**config.mk**
```make
export PLATFORM = sky130hd
export DESIGN_NAME = instr_sequencer
export DESIGN_NICKNAME = d
export VERILOG_FILES = /design/src/rtl/seq_pkg.sv /design/src/rtl/seq_decode.sv /design/src/rtl/instr_sequencer.sv
export SDC_FILE = /design/constraint.sdc
export NUM_CORES = 1
export LEC_CHECK = 0
export CAP_MARGIN = 20
export CORE_MARGIN = 5
export CORE_UTILIZATION = 40
export CTS_BUF_LIST = sky130_fd_sc_hd__clkbuf_8 sky130_fd_sc_hd__clkbuf_16
export DETAILED_ROUTE_END_ITERATION = 8
export PLACE_DENSITY = 0.75
export SYNTH_ARGS = -nofsm -noshare
export SYNTH_HDL_FRONTEND = slang
export SYNTH_SLANG_ARGS = --single-unit
```
**constraint.sdc**
```tcl
create_clock -name clk -period 2.7 [get_ports clk]
set_input_delay 0.81 -clock clk [delete_from_list [all_inputs] [get_ports clk]]
set_output_delay 0.81 -clock clk [all_outputs]
set_load 0.05 [all_outputs]
```
**src/rtl/seq_pkg.sv**
```systemverilog
// Shared types and constants for the instruction sequencer.
// The state enum, opcode values, register-file write-source encodings and
// the branch-offset sign extension live here.
package seq_pkg;

    typedef enum logic [2:0] {
        ST_FETCH  = 3'd0,
        ST_DECODE = 3'd1,
        ST_EXEC   = 3'd2,
        ST_MEM    = 3'd3,
        ST_HALT   = 3'd4,
        ST_TRAP   = 3'd5
    } seq_state_t;

    // Opcodes 0x0-0x7 are ALU operations; alu_op carries the low three bits.
    localparam logic [3:0] OP_LD   = 4'h8;
    localparam logic [3:0] OP_ST   = 4'h9;
    localparam logic [3:0] OP_BRZ  = 4'hA;
    localparam logic [3:0] OP_JMP  = 4'hB;
    localparam logic [3:0] OP_LI   = 4'hC;
    localparam logic [3:0] OP_ILL0 = 4'hD;
    localparam logic [3:0] OP_ILL1 = 4'hE;
    localparam logic [3:0] OP_HALT = 4'hF;

    // Register-file write source select.
    localparam logic [1:0] WSEL_ALU = 2'd0;
    localparam logic [1:0] WSEL_MEM = 2'd1;
    localparam logic [1:0] WSEL_IMM = 2'd2;

    // Branch offsets are signed 8-bit values added to a 16-bit pc.
    function automatic logic [15:0] sext8(input logic [7:0] v);
        return {{8{v[7]}}, v};
    endfunction

endpackage

```
**src/rtl/seq_decode.sv**
```systemverilog
// Combinational opcode classifier for the instruction sequencer.
// Exactly one class flag is high for any opcode value.
module seq_decode
    import seq_pkg::*;
(
    input  logic [3:0] opcode,
    output logic       is_alu,
    output logic       is_ld,
    output logic       is_st,
    output logic       is_br,
    output logic       is_jmp,
    output logic       is_li,
    output logic       is_halt,
    output logic       is_illegal
);

    // Classify the opcode; the ALU group is every opcode with the top bit clear.
    always_comb begin
        is_alu     = 1'b0;
        is_ld      = 1'b0;
        is_st      = 1'b0;
        is_br      = 1'b0;
        is_jmp     = 1'b0;
        is_li      = 1'b0;
        is_halt    = 1'b0;
        is_illegal = 1'b0;
        if (!opcode[3]) begin
            is_alu = 1'b1;
        end else begin
            case (opcode)
                OP_LD:   is_ld      = 1'b1;
                OP_ST:   is_st      = 1'b1;
                OP_BRZ:  is_br      = 1'b1;
                OP_JMP:  is_jmp     = 1'b1;
                OP_LI:   is_li      = 1'b1;
                OP_HALT: is_halt    = 1'b1;
                default: is_illegal = 1'b1;
            endcase
        end
    end

endmodule

```
**src/rtl/instr_sequencer.sv**
```systemverilog
// Multi-cycle control unit for the 16-bit RISC core.
// Fetches over a req/ack instruction port into a private IR, decodes it into
// register selects and datapath strobes, and owns pc and the zero flag.
// Build option: define SEQ_TRAP_EN to trap opcodes 0xD/0xE (illegal held,
// all requests stop until reset); otherwise they execute as a 2-cycle NOP.
//
// state     | meaning
// ----------+----------------------------------------------------------
// ST_FETCH  | imem_req high; on ack load IR, pc+1
// ST_DECODE | one cycle, selects stable, choose next phase
// ST_EXEC   | one cycle: ALU/LI write-back, BRZ/JMP pc update
// ST_MEM    | dmem_req high until ack; LD writes back on ack
// ST_HALT   | halted high, no requests; left only by reset
// ST_TRAP   | illegal high, no requests; left only by reset
module instr_sequencer
    import seq_pkg::*;
(
    input  logic        clk,
    input  logic        rst_n,
    output logic        imem_req,
    output logic [15:0] imem_addr,
    input  logic        imem_ack,
    input  logic [15:0] imem_rdata,
    output logic        dmem_req,
    output logic        dmem_we,
    input  logic        dmem_ack,
    output logic [3:0]  DR,
    output logic [3:0]  SA,
    output logic [3:0]  SB,
    output logic [2:0]  alu_op,
    input  logic        alu_zero,
    output logic        rf_we,
    output logic [1:0]  rf_wsel,
    output logic [7:0]  imm8,
    output logic [15:0] pc,
    output logic        halted,
    output logic        illegal
);

    seq_state_t  state;
    seq_state_t  state_nxt;
    logic [15:0] ir;
    logic [15:0] pc_nxt;
    logic        z;
    logic        z_nxt;
    logic        ir_load;
    logic        fetch_active;

    logic is_alu;
    logic is_ld;
    logic is_st;
    logic is_br;
    logic is_jmp;
    logic is_li;
    logic is_halt;
    logic is_illegal;

    seq_decode u_decode (
        .opcode     (ir[15:12]),
        .is_alu     (is_alu),
        .is_ld      (is_ld),
        .is_st      (is_st),
        .is_br      (is_br),
        .is_jmp     (is_jmp),
        .is_li      (is_li),
        .is_halt    (is_halt),
        .is_illegal (is_illegal)
    );

    // Field selects come straight from the IR so they hold for the whole instruction.
    assign DR        = ir[11:8];
    assign SA        = ir[7:4];
    assign SB        = ir[3:0];
    assign alu_op    = ir[14:12];
    assign imm8      = ir[7:0];
    assign imem_addr = pc;

    // The reset value of state is FETCH, so gate the request with rst_n to
    // keep it low (and drop it asynchronously) while reset is asserted.
    assign imem_req = fetch_active & rst_n;

`ifdef SEQ_TRAP_EN
    assign illegal = (state == ST_TRAP);
`else
    assign illegal = 1'b0;
`endif

    // State register.
    always_ff @(posedge clk or negedge rst_n) begin
        if (!rst_n) begin
            state <= ST_FETCH;
        end else begin
            state <= state_nxt;
        end
    end

    // Architectural registers: instruction latch, program counter, zero flag.
    always_ff @(posedge clk or negedge rst_n) begin
        if (!rst_n) begin
            ir <= 16'h0000;
            pc <= 16'h0000;
            z  <= 1'b0;
        end else begin
            if (ir_load) begin
                ir <= imem_rdata;
            end
            pc <= pc_nxt;
            z  <= z_nxt;
        end
    end

    // Next-state, register updates and strobes; requests depend on state only,
    // the LD write-back strobe is qualified by dmem_ack inside ST_MEM.
    always_comb begin
        state_nxt    = state;
        pc_nxt       = pc;
        z_nxt        = z;
        ir_load      = 1'b0;
        fetch_active = 1'b0;
        dmem_req     = 1'b0;
        dmem_we      = 1'b0;
        rf_we        = 1'b0;
        rf_wsel      = WSEL_ALU;
        halted       = 1'b0;
        case (state)
            ST_FETCH: begin
                fetch_active = 1'b1;
                if (imem_ack) begin
                    ir_load   = 1'b1;
                    pc_nxt    = pc + 16'd1;
                    state_nxt = ST_DECODE;
                end
            end
            ST_DECODE: begin
                if (is_ld || is_st) begin
                    state_nxt = ST_MEM;
                end else if (is_halt) begin
                    state_nxt = ST_HALT;
                end else if (is_illegal) begin
`ifdef SEQ_TRAP_EN
                    state_nxt = ST_TRAP;
`else
                    state_nxt = ST_FETCH;
`endif
                end else begin
                    state_nxt = ST_EXEC;
                end
            end
            ST_EXEC: begin
                state_nxt = ST_FETCH;
                if (is_alu) begin
                    rf_we   = 1'b1;
                    rf_wsel = WSEL_ALU;
                    z_nxt   = alu_zero;
                end else if (is_li) begin
                    rf_we   = 1'b1;
                    rf_wsel = WSEL_IMM;
                end else if (is_jmp || (is_br && z)) begin
                    // pc already points past the branch, so the offset is relative to pc+1.
                    pc_nxt = pc + sext8(ir[7:0]);
                end
            end
            ST_MEM: begin
                dmem_req = 1'b1;
                dmem_we  = is_st;
                if (dmem_ack) begin
                    if (is_ld) begin
                        rf_we   = 1'b1;
                        rf_wsel = WSEL_MEM;
                    end
                    state_nxt = ST_FETCH;
                end
            end
            ST_HALT: begin
                halted = 1'b1;
            end
            ST_TRAP: begin
                state_nxt = ST_TRAP;
            end
            default: begin
                state_nxt = ST_FETCH;
            end
        endcase
    end

endmodule
```
# Word level (Yosys, flattened, before mapping)
# Index checks and enable logic that the tools add are counted.
# word_totals
word_cells	75
mem_count	0
input_bits	21
regBits	36
output_inout_bits	63
ram_bits	0
latchBits	0
romBits	0
# classes
n_mul	0
n_lt_le_gt_ge	0
n_mux	41
n_reduce_logical	9
bitwise_logic	3
n_shift	0
n_div	0
n_eq_ne	16
add_sub_neg	2
# op_table
operator	count
16-bit two-way mux	4
16-bit case mux with 2 select lines	1
1-bit two-way mux	26
4-bit equality test (second input constant)	6
16-bit by 1-bit adder with 16-bit output (second input constant)	1
16-bit adder	1
3-bit case mux with 5 select lines	1
3-bit two-way mux	4
2-bit != test (second input constant)	5
3-bit by 2-bit equality test with 1-bit output (second input constant)	2
3-bit equality test (second input constant)	2
2-bit two-way mux	3
6-bit OR reduction	1
5-bit AND reduction	1
2-bit case mux with 2 select lines	1
3-bit by 1-bit equality test with 1-bit output (second input constant)	1
3-bit zero test	1
3-bit AND reduction	1
1-bit logical OR	2
1-bit NOT	2
1-bit case mux with 2 select lines	1
2-bit AND reduction	1
2-bit nonzero test	1
1-bit bitwise AND	1
1-bit logical AND	1

# Depth between registers and ports, before layout
# depth
ltp_word	9
mapped_depth	11
mapped_depth_nobuf	10

# Cells and area by module
# From an unflattened synthesis, not the netlist that was laid out.
# unflattened
hier_cells	245
hier_area_um2	2399.8
# by_module_without_submodules
mod	n_inst	area_each_um2	seq_area_each_um2	cells_each
instr_sequencer	1	2331.0	900.9	232
seq_decode	1	68.8	0.0	13

# Least setup slack after synthesis
# OpenSTA, ideal clock, no wires.
# synth_path
path_kind	register to output
startpoint	reg state[1]
endpoint	out rf_we
path_buffers	1
slack_ns	-0.960
path_stages_with_launch	5
arrival_ns	2.850
required_ns	1.890
path_cell_list	dfrtp_1 > clkbuf_1 > nor3b_1 > and3_1 > or2_2
# synth_via
elab_chain_len	2
word_cells_on_any_way	3
cone_classes	2 x eq/ne; 1 x mux
# synth_lines
item	line	text
start: declaration	instr_sequencer.sv:40	seq_state_t state;
start signal: assignment	instr_sequencer.sv:93	state <= state_nxt;
3-bit by 2-bit equality test with 1-bit output	instr_sequencer.sv:125	case (state)
1-bit case mux with 2 select lines (*)	instr_sequencer.sv:125	
end: declaration	instr_sequencer.sv:32	output logic rf_we,
# Mark *: on every way between the ends. The rest lies on a longest branch, timed or not.

# Worst setup path after layout
# layout_path
startpoint	reg state[2]
endpoint	out rf_wsel[1]
# layout_via
elab_chain_len	2
word_cells_on_any_way	3
cone_classes	2 x eq/ne; 1 x mux
# layout_lines
item	line	text
3-bit by 2-bit equality test with 1-bit output	instr_sequencer.sv:125	
2-bit case mux with 2 select lines (*)	instr_sequencer.sv:125	
end: declaration	instr_sequencer.sv:33	output logic [1:0] rf_wsel,
# Marks and branches as above.

==> out/metrics.cfg <==
[sta]
setup_tns_ns=0
max_freq_mhz=388
timing.hold.ws_ns=0.492
drv_slew=0
fin_crit_sh_pct=95.4
clock_skew_ns=0.0108
hold_viol_final=0
relSlewSlack_pct=47.8
finalSetupViolCount=0
fin_crit_ns=2.58
worst_slew_pin_slew_ns=0.775

[synthesis]
synth_seq_cells=36
syn-cell-area_mm2=0.00236
synth_seq_area_share_pct=38.1
synthesis.nets=308
synth_cell_type_count=40
yosysWarningCount=0
syn_avg_cell_area_um2=8.47
syn_inst=279

[floorplan]
num_rows=28
die_w_um=86.9
fp.dieArea_mm2=0.00755
core_mm2=0.00582
pin_count=84
die_h_um=86.9
start_util_pct=40.6

[final_layout]
synthToLayoutAreaGrowth_pct=35.3
finalNetCount=360
antenna_cells=0
mostFrequentLayoutCells=clkdlybuf4s50_1, nand2_1, dfrtp_1
finalNonFillerCells=407
drive_gt1_share_pct=12.7
final_common_cell=clkdlybuf4s50_1
post-route-util_pct=55.0

[worst_setup_path]
crit_top_cell=buf_4
max_stage_delay_ns=0.40
critPathKind=reg2out
cp.required_ns=1.89
cp_data_arrival_time_ns=1.77
crit_path_end_kind=primary output
slowest_stage=dfrtp_1
reg2reg_from=state[1]
startpoint_type=flip-flop
startpoint=state[2]
path_max_fanout=9
crit_chain=buf_4 > buf_4 > nor2_1 > nand2_1 > nor4_2 > buf_12

[detailed_routing]
ant_nets=0
totalWireLength_um=5450
drt_pass1_iterations=4
viasPerCell=4.88
post-route-drc-count=0
drt_iter0_markers=86
route.detailed.wl_per_inst_um=13.4
vias=1988

[clock_tree]
cts_max_path_buffers=2
insertion_delay_ns=0.29
cts_sinks=36
cts-buffers-inserted=5
clkTransAtPathRegs_ns=0.08
cts_root_buffer=clkbuf_8
htree_levels=2
tritoncts=done
ctsHoldBuffers=0

[grt]
globalRoute.totalOverflow=0
grt_util_all_layers_pct=15.2
grt_start_max_net_pins=37
antenna_found_initial=0
grt_pass1_vias=1930
grt_first_pass_wirelength_um=9150

[run]
drv_cap=0

[outcome]
status=completed

[min_path]
hold_start=imem_addr[15]
min_path_type=reg2reg

[placed_design]
place.gp.congestion=0.795
io_buffers=82
dp.cells=398
post-dp-hpwl_um=4210

-- kinds of logic after synthesis --
| group | share of synthesized area, % |
|---|---|
| compound gates | 8.10 |
| xor+xnor | 5.19 |
| fa+ha+maj | 4.55 |
| buf+inv | 15.3 |
| flops | 38.1 |
| mux | 2.59 |
| other cells | 0.159 |
| simple gates | 26.0 |
-- stage by stage --
step           instance area [µm²]  setup WS [ns]
6_report                      3200          0.124
5_1_grt                       3200       -0.00549
4_1_cts                       3160         0.0791
3_5_place_dp                  3060        -0.0300
3_3_place_gp                  3060        -0.0234
2_1_floorplan                 2390         -0.196
-- cell type report --
class | count | area (µm²)
Tap cell | 75 | 93.8
Timing Repair Buffer | 95 | 948
Multi-Input combinational cell | 191 | 1150
Clock inverter | 3 | 23.8
Clock buffer | 5 | 68.8
Inverter | 2 | 7.51
Sequential cell | 36 | 901
Fill cell | 552 | 2620
-- metal layers --
metal / global-route usage [%] / part of all wire (%) / vias to the layer above / routed length [µm]
met1: 19.2 / 42 / 923 / 2290
li1: - / - / 999 / -
met3: 4.54 / 7.5 / 4 / 410
met5: 0 / 0 / - / 0
met2: 25.3 / 50 / 62 / 2710
met4: 3.82 / 0.66 / 0 / 36
-- state kept, by name (all words and copies together), names as in the netlist --
register / count
z: 1
imem_addr: 16
state: 3
ir: 16
-- path summary, 6_finish.rpt --
kind                                 end  slack (ns)  depth (start not counted)
max                           rf_wsel[1]        0.12                          6
min in group asynchronous   imem_addr[1]        0.61                          2
min                        imem_addr[15]        0.49                          1
max in group asynchronous  imem_addr[11]        1.77                          2
max reg2reg                 imem_addr[9]        0.14                          9
min reg2reg                imem_addr[15]        0.49                          1
-- Yosys cell counts (all sizes together) --
master,n,area [µm²]
a2111o,2,22.5
a2111oi,1,8.76
a21o,2,15.0
a21oi,14,70.1
a31o,1,8.76
a41oi,1,8.76
and2,10,62.6
and3,5,31.3
buf,43,328
clkbuf,7,26.3
conb,1,3.75
dfrtp,36,901
fa,1,20.0
ha,7,87.6
inv,2,7.51
mux2,1,11.3
mux2i,5,50.1
nand2,66,248
nand2b,1,6.26
nand3,4,20.0
nand3b,3,22.5
nand4,5,31.3
nand4bb,1,11.3
nor2,21,78.8
nor3,6,30.0
nor3b,3,22.5
nor4,1,6.26
o2111ai,1,8.76
o21a,1,7.51
o21ai,5,25.0
o21bai,1,7.51
o32ai,1,8.76
or2,2,12.5
or3,2,12.5
or4,2,18.8
xnor2,4,35.0
xor2,10,87.6
-- repair_timing --
item | 4_1_cts | 5_1_grt
gates resized for setup | 3 | 5
buffers inserted | 0 | 1
cloned | 0 | 0
pin swaps | 0 | 2
endpoints found under the setup margin | 1 | 4
hold endpoints to repair | 0 | 0
-- worst max-delay path, delay by kind of cell (launching register included) --
kind | cells | cell delay (ns)
DFF | 1 | 0.40
and+or+nand+nor | 3 | 0.60
buffers and inverters | 3 | 0.47
Power is not shown: default switching activity piles up to over one toggle a cycle in this logic, so the estimate is an artifact.
